### src/rtl/pipe_ctrl_if.sv
// ============================================================================
//  Module      : pipe_ctrl_if
//  Description : Bundle of pipeline-status inputs and hazard-control /
//                performance outputs exchanged with pipe_ctrl.
//                master = pipeline datapath side, slave = controller side.
//  Revision    : 1.0 - initial release
// ============================================================================
`default_nettype none

interface pipe_ctrl_if #(
    parameter int CNT_W = 32
);
    // Stage instruction codes
    logic [3:0]       D_icode_i;
    logic [3:0]       E_icode_i;
    logic [3:0]       M_icode_i;
    logic [3:0]       W_icode_i;
    // Register dependencies
    logic [3:0]       d_srcA_i;
    logic [3:0]       d_srcB_i;
    logic [3:0]       E_dstM_i;
    // Branch outcome, stage status, freeze request
    logic [0:0]       e_Cnd_i;
    logic [2:0]       m_stat_i;
    logic [2:0]       W_stat_i;
    logic [0:0]       hold_req_i;
    // Pipeline control
    logic             F_stall_o;
    logic             D_stall_o;
    logic             D_bubble_o;
    logic             E_bubble_o;
    logic             M_bubble_o;
    logic             W_stall_o;
    logic             set_cc_o;
    logic             halted_o;
    logic [1:0]       state_o;
    logic [2:0]       stat_o;
    // Performance counters
    logic [CNT_W-1:0] cycle_cnt_o;
    logic [CNT_W-1:0] stall_cnt_o;
    logic [CNT_W-1:0] bubble_cnt_o;
    logic [CNT_W-1:0] retire_cnt_o;

    modport master (
        output D_icode_i, E_icode_i, M_icode_i, W_icode_i,
        output d_srcA_i, d_srcB_i, E_dstM_i,
        output e_Cnd_i, m_stat_i, W_stat_i, hold_req_i,
        input  F_stall_o, D_stall_o, D_bubble_o, E_bubble_o, M_bubble_o,
        input  W_stall_o, set_cc_o, halted_o, state_o, stat_o,
        input  cycle_cnt_o, stall_cnt_o, bubble_cnt_o, retire_cnt_o
    );

    modport slave (
        input  D_icode_i, E_icode_i, M_icode_i, W_icode_i,
        input  d_srcA_i, d_srcB_i, E_dstM_i,
        input  e_Cnd_i, m_stat_i, W_stat_i, hold_req_i,
        output F_stall_o, D_stall_o, D_bubble_o, E_bubble_o, M_bubble_o,
        output W_stall_o, set_cc_o, halted_o, state_o, stat_o,
        output cycle_cnt_o, stall_cnt_o, bubble_cnt_o, retire_cnt_o
    );
endinterface

`default_nettype wire

### src/rtl/pipe_ctrl.sv
// ============================================================================
//  Module      : pipe_ctrl
//  Description : Hazard / exception control for a 5-stage Y86-style pipeline.
//                Detects load-use, return and mispredict hazards, drives the
//                stage stall/bubble controls, and runs a RUN/FREEZE/HALT
//                state machine. Optional saturating performance counters are
//                enabled with the PIPE_CTRL_PERF_EN macro; without it the
//                count outputs are tied to zero.
//  Revision    : 1.0 - initial release
// ============================================================================
`default_nettype none

module pipe_ctrl #(
    parameter int CNT_W = 32
) (
    input  wire logic   clk_i,
    input  wire logic   rst_i,
    pipe_ctrl_if.slave  bus
);

    localparam logic [3:0] c_INOP    = 4'h1;
    localparam logic [3:0] c_IRET    = 4'h9;
    localparam logic [3:0] c_IJXX    = 4'h7;
    localparam logic [3:0] c_IOPQ    = 4'h6;
    localparam logic [3:0] c_IMRMOVQ = 4'h5;
    localparam logic [3:0] c_IPOPQ   = 4'hB;
    localparam logic [3:0] c_RNONE   = 4'hF;
    localparam logic [2:0] c_SAOK    = 3'd1;
    localparam logic [2:0] c_SHLT    = 3'd2;
    localparam logic [2:0] c_SADR    = 3'd3;
    localparam logic [2:0] c_SINS    = 3'd4;

    typedef enum logic [1:0] {
        ST_RUN    = 2'd0,
        ST_FREEZE = 2'd1,
        ST_HALT   = 2'd2
    } state_t;

    state_t     r_state;
    state_t     w_next;
    state_t     w_mode;
    logic [2:0] r_stat;
    logic       r_halted;

    logic w_load_use, w_ret_hz, w_mispred, w_exc_m, w_exc_w;
    logic w_f_stall, w_d_stall, w_d_bubble, w_e_bubble, w_m_bubble, w_w_stall;
    logic w_set_cc;

    // Hazard and exception detection from current stage contents
    always_comb begin
        w_load_use = ((bus.E_icode_i == c_IMRMOVQ) || (bus.E_icode_i == c_IPOPQ)) &&
                     (bus.E_dstM_i != c_RNONE) &&
                     ((bus.E_dstM_i == bus.d_srcA_i) || (bus.E_dstM_i == bus.d_srcB_i));
        w_ret_hz   = (bus.D_icode_i == c_IRET) || (bus.E_icode_i == c_IRET) ||
                     (bus.M_icode_i == c_IRET);
        w_mispred  = (bus.E_icode_i == c_IJXX) && (bus.e_Cnd_i == 1'b0);
        w_exc_m    = (bus.m_stat_i == c_SHLT) || (bus.m_stat_i == c_SADR) ||
                     (bus.m_stat_i == c_SINS);
        w_exc_w    = (bus.W_stat_i == c_SHLT) || (bus.W_stat_i == c_SADR) ||
                     (bus.W_stat_i == c_SINS);
    end

    // While reset is held the controls behave as in RUN
    assign w_mode = rst_i ? ST_RUN : r_state;

    // State register
    always_ff @(posedge clk_i) begin
        if (rst_i) r_state <= ST_RUN;
        else       r_state <= w_next;
    end

    // Next-state selection and per-state pipeline controls
    always_comb begin
        w_next     = r_state;
        w_f_stall  = w_load_use | w_ret_hz;
        w_d_stall  = w_load_use;
        w_d_bubble = w_mispred | (w_ret_hz & ~w_load_use);
        w_e_bubble = w_mispred | w_load_use;
        w_m_bubble = w_exc_m | w_exc_w;
        w_w_stall  = w_exc_w;
        w_set_cc   = 1'b0;

        unique case (r_state)
            ST_RUN: begin
                if (w_exc_w)              w_next = ST_HALT;
                else if (bus.hold_req_i[0]) w_next = ST_FREEZE;
            end
            ST_FREEZE: begin
                if (w_exc_w)              w_next = ST_HALT;
                else if (!bus.hold_req_i[0]) w_next = ST_RUN;
            end
            default: w_next = ST_HALT;
        endcase

        unique case (w_mode)
            ST_RUN: begin
                w_set_cc = (bus.E_icode_i == c_IOPQ) & ~w_exc_m & ~w_exc_w;
            end
            ST_FREEZE: begin
                // Front end frozen; memory/writeback keep draining
                w_f_stall  = 1'b1;
                w_d_stall  = 1'b1;
                w_d_bubble = 1'b0;
                w_e_bubble = 1'b1;
            end
            default: begin
                w_f_stall  = 1'b1;
                w_d_stall  = 1'b1;
                w_d_bubble = 1'b0;
                w_e_bubble = 1'b1;
                w_m_bubble = 1'b1;
                w_w_stall  = 1'b1;
            end
        endcase
    end

    // Capture the faulting status on entry to HALT; halted flag tracks state
    always_ff @(posedge clk_i) begin
        if (rst_i) begin
            r_stat   <= c_SAOK;
            r_halted <= 1'b0;
        end else begin
            if ((r_state != ST_HALT) && (w_next == ST_HALT)) r_stat <= bus.W_stat_i;
            r_halted <= (w_next == ST_HALT);
        end
    end

    assign bus.F_stall_o  = w_f_stall;
    assign bus.D_stall_o  = w_d_stall;
    assign bus.D_bubble_o = w_d_bubble;
    assign bus.E_bubble_o = w_e_bubble;
    assign bus.M_bubble_o = w_m_bubble;
    assign bus.W_stall_o  = w_w_stall;
    assign bus.set_cc_o   = w_set_cc;
    assign bus.halted_o   = r_halted;
    assign bus.state_o    = r_state;
    assign bus.stat_o     = r_stat;

`ifdef PIPE_CTRL_PERF_EN
    localparam logic [CNT_W-1:0] c_ONE = {{(CNT_W-1){1'b0}}, 1'b1};

    logic [CNT_W-1:0] r_cycle_cnt, r_stall_cnt, r_bubble_cnt, r_retire_cnt;
    logic             w_retire;

    // A retire needs a real, healthy instruction leaving writeback
    assign w_retire = (bus.W_stat_i == c_SAOK) && (bus.W_icode_i != c_INOP) &&
                      !w_w_stall && (r_state != ST_HALT);

    // Saturating event counters
    always_ff @(posedge clk_i) begin
        if (rst_i) begin
            r_cycle_cnt  <= '0;
            r_stall_cnt  <= '0;
            r_bubble_cnt <= '0;
            r_retire_cnt <= '0;
        end else begin
            if (r_cycle_cnt != '1)
                r_cycle_cnt <= r_cycle_cnt + c_ONE;
            if (w_f_stall && (r_stall_cnt != '1))
                r_stall_cnt <= r_stall_cnt + c_ONE;
            if ((w_d_bubble | w_e_bubble | w_m_bubble) && (r_bubble_cnt != '1))
                r_bubble_cnt <= r_bubble_cnt + c_ONE;
            if (w_retire && (r_retire_cnt != '1))
                r_retire_cnt <= r_retire_cnt + c_ONE;
        end
    end

    assign bus.cycle_cnt_o  = r_cycle_cnt;
    assign bus.stall_cnt_o  = r_stall_cnt;
    assign bus.bubble_cnt_o = r_bubble_cnt;
    assign bus.retire_cnt_o = r_retire_cnt;
`else
    // Writeback icode only feeds the retire counter
    logic w_unused_perf;
    assign w_unused_perf = ^bus.W_icode_i;

    assign bus.cycle_cnt_o  = '0;
    assign bus.stall_cnt_o  = '0;
    assign bus.bubble_cnt_o = '0;
    assign bus.retire_cnt_o = '0;
`endif

endmodule

`default_nettype wire

### src/flat_wrapper.sv
// flat-port wrapper written by rule: the top's interface ports become plain ports
module pipe_ctrl_flat 
#(
    parameter int CNT_W = 32
)
  (clk_i, rst_i, bus_D_icode_i, bus_E_icode_i, bus_M_icode_i, bus_W_icode_i, bus_d_srcA_i, bus_d_srcB_i, bus_E_dstM_i, bus_e_Cnd_i, bus_m_stat_i, bus_W_stat_i, bus_hold_req_i, bus_F_stall_o, bus_D_stall_o, bus_D_bubble_o, bus_E_bubble_o, bus_M_bubble_o, bus_W_stall_o, bus_set_cc_o, bus_halted_o, bus_state_o, bus_stat_o, bus_cycle_cnt_o, bus_stall_cnt_o, bus_bubble_cnt_o, bus_retire_cnt_o);
  pipe_ctrl_if #(.CNT_W(CNT_W)) bus_i ();
  input  wire logic clk_i;
  input  wire logic rst_i;
  input wire logic [$bits(bus_i.D_icode_i)-1:0] bus_D_icode_i;
  input wire logic [$bits(bus_i.E_icode_i)-1:0] bus_E_icode_i;
  input wire logic [$bits(bus_i.M_icode_i)-1:0] bus_M_icode_i;
  input wire logic [$bits(bus_i.W_icode_i)-1:0] bus_W_icode_i;
  input wire logic [$bits(bus_i.d_srcA_i)-1:0] bus_d_srcA_i;
  input wire logic [$bits(bus_i.d_srcB_i)-1:0] bus_d_srcB_i;
  input wire logic [$bits(bus_i.E_dstM_i)-1:0] bus_E_dstM_i;
  input wire logic [$bits(bus_i.e_Cnd_i)-1:0] bus_e_Cnd_i;
  input wire logic [$bits(bus_i.m_stat_i)-1:0] bus_m_stat_i;
  input wire logic [$bits(bus_i.W_stat_i)-1:0] bus_W_stat_i;
  input wire logic [$bits(bus_i.hold_req_i)-1:0] bus_hold_req_i;
  output wire logic [$bits(bus_i.F_stall_o)-1:0] bus_F_stall_o;
  output wire logic [$bits(bus_i.D_stall_o)-1:0] bus_D_stall_o;
  output wire logic [$bits(bus_i.D_bubble_o)-1:0] bus_D_bubble_o;
  output wire logic [$bits(bus_i.E_bubble_o)-1:0] bus_E_bubble_o;
  output wire logic [$bits(bus_i.M_bubble_o)-1:0] bus_M_bubble_o;
  output wire logic [$bits(bus_i.W_stall_o)-1:0] bus_W_stall_o;
  output wire logic [$bits(bus_i.set_cc_o)-1:0] bus_set_cc_o;
  output wire logic [$bits(bus_i.halted_o)-1:0] bus_halted_o;
  output wire logic [$bits(bus_i.state_o)-1:0] bus_state_o;
  output wire logic [$bits(bus_i.stat_o)-1:0] bus_stat_o;
  output wire logic [$bits(bus_i.cycle_cnt_o)-1:0] bus_cycle_cnt_o;
  output wire logic [$bits(bus_i.stall_cnt_o)-1:0] bus_stall_cnt_o;
  output wire logic [$bits(bus_i.bubble_cnt_o)-1:0] bus_bubble_cnt_o;
  output wire logic [$bits(bus_i.retire_cnt_o)-1:0] bus_retire_cnt_o;
  assign bus_i.D_icode_i = bus_D_icode_i;
  assign bus_i.E_icode_i = bus_E_icode_i;
  assign bus_i.M_icode_i = bus_M_icode_i;
  assign bus_i.W_icode_i = bus_W_icode_i;
  assign bus_i.d_srcA_i = bus_d_srcA_i;
  assign bus_i.d_srcB_i = bus_d_srcB_i;
  assign bus_i.E_dstM_i = bus_E_dstM_i;
  assign bus_i.e_Cnd_i = bus_e_Cnd_i;
  assign bus_i.m_stat_i = bus_m_stat_i;
  assign bus_i.W_stat_i = bus_W_stat_i;
  assign bus_i.hold_req_i = bus_hold_req_i;
  assign bus_F_stall_o = bus_i.F_stall_o;
  assign bus_D_stall_o = bus_i.D_stall_o;
  assign bus_D_bubble_o = bus_i.D_bubble_o;
  assign bus_E_bubble_o = bus_i.E_bubble_o;
  assign bus_M_bubble_o = bus_i.M_bubble_o;
  assign bus_W_stall_o = bus_i.W_stall_o;
  assign bus_set_cc_o = bus_i.set_cc_o;
  assign bus_halted_o = bus_i.halted_o;
  assign bus_state_o = bus_i.state_o;
  assign bus_stat_o = bus_i.stat_o;
  assign bus_cycle_cnt_o = bus_i.cycle_cnt_o;
  assign bus_stall_cnt_o = bus_i.stall_cnt_o;
  assign bus_bubble_cnt_o = bus_i.bubble_cnt_o;
  assign bus_retire_cnt_o = bus_i.retire_cnt_o;
  pipe_ctrl #(.CNT_W(CNT_W)) u_core (.clk_i(clk_i), .rst_i(rst_i), .bus(bus_i));
endmodule
### config.mk
export PLATFORM = sky130hd
export DESIGN_NAME = pipe_ctrl_flat
export DESIGN_NICKNAME = d
export VERILOG_FILES = /design/src/rtl/pipe_ctrl_if.sv /design/src/rtl/pipe_ctrl.sv /design/src/flat_wrapper.sv
export SDC_FILE = /design/constraint.sdc
export NUM_CORES = 1
export LEC_CHECK = 0
export CORE_AREA = 8 8 62 64
export DETAILED_ROUTE_END_ITERATION = 10
export DIE_AREA = 0 0 70 72
export DONT_BUFFER_PORTS = 1
export HOLD_SLACK_MARGIN = 0.15
export PLACE_DENSITY = 0.7
export SYNTH_ARGS = -nofsm -noshare
export SYNTH_HDL_FRONTEND = slang
export SYNTH_SLANG_ARGS = --single-unit
### constraint.sdc
create_clock -name clk_i -period 1.2 [get_ports clk_i]
set_input_delay 0.24 -clock clk_i [delete_from_list [all_inputs] [get_ports clk_i]]
set_output_delay 0.24 -clock clk_i [all_outputs]
set_load 0.05 [all_outputs]
# --- Word level (Yosys, flattened, before mapping) ---
# Index checks and enable logic that the tools add are counted.
totals:
  register_bits: 6
  out_inout_bits: 141
  in_bits: 38
classes:
  n_reduce_logical: 15
  eq_ne: 20
  mux: 13
  bitwise: 11
ops:
  columns: ["operator", "count"]
  rows:
  - ["equality test 4 bit (second input constant)", 4]
  - ["equality test 3 x 2 -> 1 bit (second input constant)", 4]
  - ["equality test 4 x 3 -> 1 bit (second input constant)", 3]
  - ["2-to-1 mux 2 bit", 5]
  - ["equality test 4 bit", 2]
  - ["logical OR 1 bit", 8]
  - ["2-to-1 mux 1 bit", 7]
  - ["equality test 3 bit (second input constant)", 2]
  - ["equality test 2 x 1 -> 1 bit (second input constant)", 2]
  - ["logical AND 1 bit", 4]
  - ["logical NOT 2 bit", 2]
  - ["inequality test 4 bit (second input constant)", 1]
  - ["inverter 1 bit", 4]
  - ["bitwise OR 1 bit", 4]
  - ["case mux 2 bit (2 select lines)", 1]
  - ["AND 1 bit", 3]
  - ["equality test 2 bit (second input constant)", 1]
  - ["inequality test 2 bit (second input constant)", 1]
  - ["OR reduction 2 bit", 1]

# --- Depth between registers and ports, before layout ---
# Gate-level depths: netlist of the first run.
depth:
  word_depth: 8
  ltp_mapped: 4
  mapped_depth_nobuf: 4

# --- Worst setup path after synthesis of the first run ---
# OpenSTA, ideal clock, no wires.
synth_path:
  path_kind: "register to output"
  from: "register u_core.r_state[1], in the netlist u_core.bus.state_o[1]"
  to: "output bus_set_cc_o"
  n_path_buf: 0
  stages_incl_launch_ff: 4
  arrival_time_ns: 2.265
  path_slack_ns: -1.305
  t_required_ns: 0.960
  path_cell_list: "dfxtp_1 > nor2_1 > nor2_1 > nor4_1"
synth_via:
  elab_chain_len: 3
synth_lines:
  columns: ["element", "line_no", "rtl"]
  rows:
  - ["start, declared", "pipe_ctrl.sv:39", "state_t r_state;"]
  - ["start signal, assigned", "pipe_ctrl.sv:69", "else r_state <= w_next;"]
  - ["2-to-1 mux 2 bit", "pipe_ctrl.sv:64", "assign w_mode = rst_i ? ST_RUN : r_state;"]
  - ["logical NOT 2 bit", "pipe_ctrl.sv:95", "unique case (w_mode)"]
  - ["2-to-1 mux 1 bit", "pipe_ctrl.sv:95", null]
  - ["end, declared", "flat_wrapper.sv:27", "output wire logic [$bits(bus_i.set_cc_o)-1:0] bus_set_cc_o;"]
# No other way between the ends.

# --- Final worst setup path of the first run ---
layout_path:
  from: "input bus_M_icode_i[3]"
  to: "output bus_F_stall_o"
layout_via:
  elab_chain_len: 4
layout_lines:
  columns: ["element", "line_no", "rtl"]
  rows:
  - ["start, declared", "flat_wrapper.sv:12", "input wire logic [$bits(bus_i.M_icode_i)-1:0] bus_M_icode_i;"]
  - ["equality test 4 bit", "pipe_ctrl.sv:55", "(bus.M_icode_i == c_IRET);"]
  - ["logical OR 1 bit", "pipe_ctrl.sv:54", "w_ret_hz = (bus.D_icode_i == c_IRET) || (bus.E_icode_i == c_IRET) ||"]
  - ["bitwise OR 1 bit", "pipe_ctrl.sv:75", "w_f_stall = w_load_use | w_ret_hz;"]
  - ["2-to-1 mux 1 bit", "pipe_ctrl.sv:95", null]
  - ["end, declared", "flat_wrapper.sv:21", "output wire logic [$bits(bus_i.F_stall_o)-1:0] bus_F_stall_o;"]
# No other way between the ends.

==> results.yml, run 1 <==
critical_path:
  worstPathRequired_ns: 0.96
  critPathTopFamily: "simple AND/OR/NAND/NOR gates"
  critical_path_class: "primary input to output port"
  cp_cell_sequence: "nor4bb_4 > or3_4 > or3_4"
  arrival_ns: 1.24
  cpMaxStageDelayCell: "or3_4"
  crit_path_frequent_cell: "or3_4"
  worstPathMaxFanout: 2
  cp-end-kind: "output port"
  cpPeakStageDelay_ns: 0.49
  cp_num_buf_inv: 0
  cp-start-kind: "primary input"
yosys:
  yosysSeqAreaShare_pct: 8.31
  avgSynthCellArea_um2: 7.73
  ys.flop_type: "dfxtp_1"
  synth-compound-area-share_pct: 2.68
  synth_top_family_by_area: "buffers and inverters"
  async_flop_share_pct: 0
  synth-seq-cells: 6
  synth_mux_area_share_pct: 2.08
  ys.warnings.count: 0
  synth-adder-area-share_pct: 0
  netlist_instances: 187
  netlist-cell-type-count: 24
  synthSimpleGateAreaFrac_pct: 15.0
  synth_edf_count: 0
  syn_area_um2: 1450
  synth_xor_area_share_pct: 4.85
route:
  first_pass_iters: 4
  drc_errors: 0
  wl_per_cell_um: 13.2
  ant_nets: 0
  drt_iter0_drc: 24
  via_per_inst: 3.47
  vias: 847
  routed_wl_mm: 3.22
finish:
  fin_cells: 244
  final_util_pct: 50.1
  area_delta_synth_final_pct: 0.693
  final_common_cell: "conb_1"
  multiInputGateArea_um2: 1040
  nFillCells: 283
  diodes: 0
  fin_nets: 250
  drive_gt1_share_pct: 24.6
  layout.area.seq_um2: 125
  final_cell_mix: "128 x conb_1, 15 x buf_4, 6 x nor2_1"
grt:
  grt_max_degree: 7
  antenna_found_initial: 0
  grt-ovfl-total: 0
  grt_pass1_vias: 946
  grt_first_pass_wirelength_mm: 4.75
  track_usage_pct: 10.7
power_and_ir_drop:
  p_per_area_nw_per_um2: 1200
  leakage_nw: 0.812
  vdd_drop_max_v: 0.000860
clock_network:
  clock-sinks: 6
  path_clk_slew_ns: 0.05
  clockBufferDepth: 2
  cts_tree: "built"
  cts_buffers: 3
  clkLatencyLatePin_ns: 0.23
  clock-root-buffer: "clkbuf_4"
  htree_levels: 1
placement:
  io_buffer_count: 0
  hpwl_mm: 2.98
  place.gp.congestion: 0.701
  dp.cells: 235
floorplan:
  fp.dieH_um: 72
  start_util_pct: 49.8
  num_rows: 20
  die_x_um: 70
  dieArea_um2: 5040
  boundaryPins: 179
  core_area_um2: 2900
outcome:
  status: "finished, violations left"
  failed_checks: "setup timing"
job:
  cap_violations: 0
timing:
  layout_min_cycle_time_ns: 1.48
  setup_violations: 8
  fmax_mhz: 673
  setup_ws_ns: -0.285
  slew_violations: 0
  finalHoldViolCount: 0
  timing.final.crit_share_pct: 124
  rsz0062_at_grt: "true"
  fin_worst_skew_ns: 0.00241
min_path:
  hp-class: "primary input to flop"
[synth_stat cells, drive strengths merged (3+ instances only)]
library cell / instances / area share, %
mux2i: 3 / 2.1
nand4: 3 / 1.3
buf: 129 / 67
nor2: 10 / 2.6
nor3: 3 / 1.0
xnor2: 8 / 4.8
nor4bb: 3 / 2.1
nor3b: 3 / 1.9
dfxtp: 6 / 8.3
or3: 3 / 1.3
[repair_timing]
item,4_1_cts,5_1_grt
pin swaps,6,5
gates resized for setup,13,7
hold buffers,1,0
buffers inserted,3,1
gates cloned,0,0
endpoints found under the setup margin,7,9
hold endpoints to repair,4,0
[report_power, final]
part / leakage, nW / switching, mW / internal (mW)
Sequential: 0.0506 / 0.00950 / 0.216
Combinational: 0.747 / 1.12 / 0.204
Clock: 0.0150 / 0.0698 / 0.126
Total: 0.812 / 1.20 / 0.546
[final cells by class]
class	instances	area share, %
clock buffer	4	1.81
tap	33	2.84
sequential	6	8.60
multi-input combinational	179	71.3
timing repair buffer	22	15.5
[final timing paths]
path                                startpoint                                 to  slack [ns]  cells past startpoint
max                           bus_M_icode_i[3]                      bus_F_stall_o       -0.28                      3
min                            bus_W_stat_i[1]  u_core.bus.stat_o[1]$_SDFFE_PP0P_        0.15                      2
max reg2reg   u_core.bus.state_o[0]$_SDFF_PP0_  u_core.bus.stat_o[0]$_SDFFE_PP1P_        0.11                      6
min reg2reg  u_core.bus.stat_o[1]$_SDFFE_PP0P_  u_core.bus.stat_o[1]$_SDFFE_PP0P_        0.49                      2
[layer usage]
metal	vias to the layer above	global-route usage (%)	part of all wire, %
met1	374	8.59	27
met2	85	21.9	58
met5	-	0	0
li1	388	-	-
met4	0	0.670	0
met3	0	6.82	15
[sequential cells by signal, indices dropped and copies added (netlist names)]
signal,cells
u_core.bus.halted_o,1
u_core.bus.state_o,2
u_core.bus.stat_o,3
[metrics by stage]
stage / hold slack, ns / area (µm²) / setup TNS [ns] / power, mW / setup slack [ns]
after floorplan: 0.384 / 2020 / -0.888 / 1.70 / -0.298
after global placement: 0.304 / 1280 / -0.880 / 1.48 / -0.227
after detailed placement: 0.309 / 1280 / -0.877 / 1.48 / -0.232
after CTS: 0.153 / 1410 / -1.30 / 1.72 / -0.285
after global routing: 0.154 / 1460 / -1.53 / 1.81 / -0.310
final: 0.154 / 1460 / -1.25 / 1.75 / -0.285
[cell families (layout without fill, tap and decap cells)]
kind of cell | after synthesis | count (layout)
buffers and inverters | 129 | 26
other | 1 | 128
xor gates and xnor gates | 8 | 8
muxes | 3 | 3
and+or+nand+nor | 36 | 36
DFF | 6 | 6
AOI/OAI and AO/OA | 4 | 4
No activity file was read; power rests on OpenSTA's default activity.
==> run 2: changes to the inputs <==
--- a/config.mk
+++ b/config.mk
@@ -5,12 +5,13 @@
 export SDC_FILE = /design/constraint.sdc
 export NUM_CORES = 1
 export LEC_CHECK = 0
-export CORE_AREA = 8 8 62 64
+export CORE_AREA = 8 8 63 65
 export DETAILED_ROUTE_END_ITERATION = 10
-export DIE_AREA = 0 0 70 72
+export DIE_AREA = 0 0 71 73
 export DONT_BUFFER_PORTS = 1
 export HOLD_SLACK_MARGIN = 0.15
-export PLACE_DENSITY = 0.7
+export PLACE_DENSITY = 0.66
+export SETUP_SLACK_MARGIN = 0.5
 export SYNTH_ARGS = -nofsm -noshare
 export SYNTH_HDL_FRONTEND = slang
 export SYNTH_SLANG_ARGS = --single-unit
==> constraint.sdc (replaced) <==
create_clock -name clk_i -period 1.6 [get_ports clk_i]
set_input_delay 0.32 -clock clk_i [delete_from_list [all_inputs] [get_ports clk_i]]
set_output_delay 0.32 -clock clk_i [all_outputs]
set_load 0.05 [all_outputs]
==> run 2 against run 1 <==
Effect of this change: the run still ends with setup timing left; sequential power fell by 9.7%; design area fell by 8.1%; die area rose by 2.8%; non-clock buffer count fell by 10; register-to-register slack improved by 0.20 ns; wire length rose by 2.9%; via count fell by 1.4%; first-iteration DRC count fell by 83%; power fell by 26%; clock power fell by 22%; largest power group unchanged.
==> results.yml, run 2 (synthesized netlist as in run 1, its figures left out) <==
outcome:
  status: "finished, violations left"
  failed_checks: "setup timing"
timing:
  setup_violations: 2
  fmax_mhz: 611
  layout_min_cycle_time_ns: 1.64
  setup_ws_ns: -0.0355
  timing.final.crit_share_pct: 102
  holdWs_ns: 0.236
  fin_tns_setup_ns: -0.0396
  rsz0062_at_grt: "true"
  slew_violations: 0
  fin_worst_skew_ns: 0.00316
  finalHoldViolCount: 0
grt:
  track_usage_pct: 11.2
  grt_first_pass_wirelength_mm: 4.73
  grt-ovfl-total: 0
  antenna_found_initial: 0
  grt_pass1_vias: 932
  grt_max_degree: 7
placement:
  dp.cells: 227
  io_buffer_count: 0
  hpwl_mm: 3.07
  dp_slack_ns: 0.0211
  place.gp.congestion: 0.706
  placedInstanceArea_um2: 1170
route:
  wl_per_cell_um: 14.1
  drc_errors: 0
  via_per_inst: 3.57
  first_pass_iters: 2
  drt_iter0_drc: 4
  vias: 835
  routed_wl_mm: 3.31
  ant_nets: 0
critical_path:
  critical_path_class: "primary input to output port"
  worstPathMaxFanout: 4
  critPathLaunch: "bus_E_icode_i[3]"
  cp-start-kind: "primary input"
  worstPathRequired_ns: 1.28
  endpoint: "bus_F_stall_o"
  arrival_ns: 1.32
  r2r_setup_slack_ns: 0.31
  r2r_cells: 5
  r2r_start: "u_core.bus.state_o[1]$_SDFF_PP0_"
  regToRegEndpoint: "u_core.bus.stat_o[2]$_SDFFE_PP0P_"
  cp-end-kind: "output port"
finish:
  final_util_pct: 45.3
  area_delta_synth_final_pct: -7.45
  drive_gt1_share_pct: 20.4
  fin_nets: 240
  fin_cells: 234
  largest_reg_flops: 3
  diodes: 0
  final_common_cell: "conb_1"
  stdcell_area_um2: 1340
  final_cell_mix: "128 x conb_1, 8 x xnor2_1, 6 x nor2_1"
clock_network:
  htree_levels: 1
  clock-sinks: 6
  clock-root-buffer: "clkbuf_4"
  clkLatencyLatePin_ns: 0.25
  cts_buffers: 3
  path_clk_slew_ns: 0.04
  cts_tree: "built"
  clockBufferDepth: 2
floorplan:
  num_rows: 20
  boundaryPins: 179
  core_area_um2: 2950
  dieArea_um2: 5180
  die_x_um: 71
  start_util_pct: 48.9
  fp.dieH_um: 73
job:
  cap_violations: 0
min_path:
  hp-class: "primary input to flop"
power_and_ir_drop:
  leakage_nw: 0.730
  p_per_area_nw_per_um2: 962
  vdd_drop_max_v: 0.000513
  power.total_mw: 1.29
-- run 2: changes by cell type in the layout (fill, tap and decap cells not counted), sizes merged --
cell / delta
buf: -10
-- run 2: what timing repair did --
action                                  in CTS  in global routing
endpoints found under the setup margin      17                 13
hold endpoints to repair                     4                  0
gates resized for setup                     24                  4
hold buffers                                 1                  0
buffers inserted                             2                  0
pin swaps                                   10                  7
-- run 2: worst min-delay path by stage --
stage               startpoint                           endpoint  slack, ns  depth (start not counted)
6_report       bus_W_stat_i[1]  u_core.bus.stat_o[1]$_SDFFE_PP0P_       0.24                          2
5_1_grt        bus_W_stat_i[2]  u_core.bus.stat_o[2]$_SDFFE_PP0P_       0.24                          2
4_1_cts        bus_W_stat_i[2]  u_core.bus.stat_o[2]$_SDFFE_PP0P_       0.22                          2
3_5_place_dp             rst_i   u_core.bus.state_o[1]$_SDFF_PP0_       0.39                          1
3_3_place_gp             rst_i   u_core.bus.state_o[1]$_SDFF_PP0_       0.39                          1
2_1_floorplan  bus_W_stat_i[1]  u_core.bus.stat_o[1]$_SDFFE_PP0P_       0.46                          2
-- run 2: critical path, cell delays in order --
cell,delay [ns]
nor4bb_4,0.14
or3_4,0.38
or3_4,0.47
-- run 2: area by class of cell --
cell class / count / area [µm²]
tap: 33 / 41.3
sequential: 6 / 130
fill: 312 / 1620
timing repair buffer: 12 / 156
clock buffer: 4 / 26.3
multi-input combinational: 179 / 983
-- run 2: per-layer routing --
layer / routed length, µm / vias to the layer above / global-route usage (%)
li1: - / 369 / -
met1: 880 / 370 / 7.91
met2: 1840 / 92 / 22.8
met3: 558 / 4 / 6.87
met4: 29 / 0 / 4.85
met5: 0 / - / 0
-- run 2: where the power goes --
group          switching, mW  internal (mW)
Sequential            0.0394          0.164
Clock                 0.0583         0.0947
Combinational          0.809          0.122
==> run 3: changes to the inputs <==
--- a/config.mk
+++ b/config.mk
@@ -6,6 +6,7 @@
 export NUM_CORES = 1
 export LEC_CHECK = 0
 export CORE_AREA = 8 8 63 65
+export CTS_BUF_LIST = sky130_fd_sc_hd__clkbuf_16
 export DETAILED_ROUTE_END_ITERATION = 10
 export DIE_AREA = 0 0 71 73
 export DONT_BUFFER_PORTS = 1
@@ -15,3 +16,4 @@
 export SYNTH_ARGS = -nofsm -noshare
 export SYNTH_HDL_FRONTEND = slang
 export SYNTH_SLANG_ARGS = --single-unit
+export TNS_END_PERCENT = 1
==> run 3 against run 2 <==
Effect of this change: the flow still finishes with violations (setup timing); maximum frequency shrank 3.7%; via count shrank 4.1%; combinational power decreased by 4.8%; wire length shrank 4.3%; cell count decreased by 0.85%; critical path type unchanged; critical endpoint unchanged; largest cell class unchanged; highest routed layer is now met3.
==> results.yml, run 3 (synthesized netlist as in run 1, its figures left out) <==
route:
  vias: 801
  wl_per_cell_um: 13.7
  routed_wl_mm: 3.17
  drc_errors: 0
  via_per_inst: 3.45
  first_pass_iters: 4
  ant_nets: 0
  drt_iter0_drc: 11
critical_path:
  cp_cell_sequence: "nor4bb_1 > buf_4 > or3_4 > or3_4"
  cp-end-kind: "output port"
  crit_path_frequent_cell: "or3_4"
  worstPathRequired_ns: 1.28
  worstPathMaxFanout: 2
  cp-start-kind: "primary input"
  r2r_setup_slack_ns: 0.35
  cp_num_buf_inv: 1
  critical_path_class: "primary input to output port"
  critPathTopFamily: "simple AND/OR/NAND/NOR gates"
  cpMaxStageDelayCell: "or3_4"
  arrival_ns: 1.38
  cpPeakStageDelay_ns: 0.43
min_path:
  hp-class: "primary input to flop"
clock_network:
  clockBufferDepth: 2
  clkLatencyLatePin_ns: 0.23
  cts_tree: "built"
  clock-sinks: 6
  path_clk_slew_ns: 0.03
  clock-root-buffer: "clkbuf_16"
  cts_buffers: 3
  htree_levels: 1
outcome:
  status: "finished, violations left"
  failed_checks: "setup timing"
floorplan:
  core_area_um2: 2950
  num_rows: 20
  die_x_um: 71
  dieArea_um2: 5180
  fp.dieH_um: 73
  start_util_pct: 48.9
  boundaryPins: 179
finish:
  final_cell_mix: "128 x conb_1, 8 x nor2_1, 8 x xnor2_1"
  largest_reg_flops: 3
  drive_gt1_share_pct: 15.6
  diodes: 0
  fin_nets: 239
  final_util_pct: 43.0
  final_common_cell: "conb_1"
  area_delta_synth_final_pct: -12.1
timing:
  setup_violations: 2
  fmax_mhz: 589
  finalHoldViolCount: 0
  fin_worst_skew_ns: 0.000987
  rsz0062_at_grt: "true"
  layout_min_cycle_time_ns: 1.70
  setup_ws_ns: -0.0976
  timing.final.crit_share_pct: 106
  slew_violations: 0
placement:
  place.gp.congestion: 0.782
  io_buffer_count: 0
  dp_slack_ns: -0.134
  hpwl_mm: 3.00
power_and_ir_drop:
  seqPwrFrac_pct: 13.6
  power_frac_comb_pct: 59.6
  leakage_nw: 0.710
  p_per_area_nw_per_um2: 1170
  swShare_pct: 61.0
  p_int_uw: 580
  p_sw_uw: 907
  p_clk_share_pct: 26.8
  vdd_drop_max_v: 0.000666
job:
  cap_violations: 0
grt:
  track_usage_pct: 10.2
  grt_max_degree: 10
  grt_pass1_vias: 863
  antenna_found_initial: 0
  grt-ovfl-total: 0
  grt_first_pass_wirelength_mm: 4.43
-- run 3: cell count changes in the layout (fill, tap and decap cells not counted), sizes merged --
cell and change:
buf -1, clkbuf -1
-- run 3: per-layer routing --
layer | up-vias | global-route usage (%) | part of all wire, %
met5 | - | 0 | 0
met1 | 356 | 8.62 | 28
met2 | 81 | 19.9 | 55
met4 | 0 | 3.46 | 0
li1 | 364 | - | -
met3 | 0 | 5.22 | 17
-- run 3: layout make-up --
type                       count  area, µm²
clock buffer                   3       75.1
fill                         309       1680
multi-input combinational    179        900
sequential                     6        128
tap                           33       41.3
timing repair buffer          11        126
-- run 3: final timing paths --
path	cells past startpoint	from	to
setup reg to reg	4	u_core.bus.state_o[1]$_SDFF_PP0_	u_core.bus.stat_o[2]$_SDFFE_PP0P_
hold / removal	1	rst_i	u_core.bus.state_o[1]$_SDFF_PP0_
hold reg to reg	2	u_core.bus.stat_o[0]$_SDFFE_PP1P_	u_core.bus.stat_o[0]$_SDFFE_PP1P_
setup / recovery	4	bus_D_icode_i[3]	bus_F_stall_o
-- run 3: repair_timing --
| action | 4_1_cts | 5_1_grt |
|---|---|---|
| gates resized for setup | 8 | 0 |
| pin swaps | 5 | 2 |
| endpoints found under the hold margin | 0 | 1 |
| setup endpoints to repair | 14 | 12 |
| buffers inserted | 0 | 0 |
| hold buffers | 0 | 1 |
-- run 3: worst register-to-register path, cell delays in order, from the launching register on --
cell	delay [ns]
dfxtp_2	0.31
buf_4	0.20
o31ai_4	0.35
mux2i_1	0.24
nor2_1	0.05
-- run 3: power by group through the flow --
stage,Combinational [mW],Clock (mW),Sequential [mW]
floorplan,1.05,0,0.215
global placement,0.862,0,0.202
detailed placement,0.863,0,0.202
CTS,0.867,0.407,0.203
global route,0.914,0.416,0.204
finish,0.885,0.399,0.202
-- run 3: through the flow --
step / power, mW / hold WS [ns] / setup TNS (ns) / cells / area, µm²
after CTS: 1.48 / 0.152 / -0.185 / 231 / 1260
after detailed placement: 1.07 / 0.388 / -0.294 / 228 / 1160
final: 1.49 / 0.155 / -0.158 / 232 / 1270
after global placement: 1.06 / 0.386 / -0.286 / 228 / 1160
after floorplan: 1.26 / 0.464 / -0.104 / 314 / 1980
after global routing: 1.53 / 0.157 / -0.312 / 232 / 1270
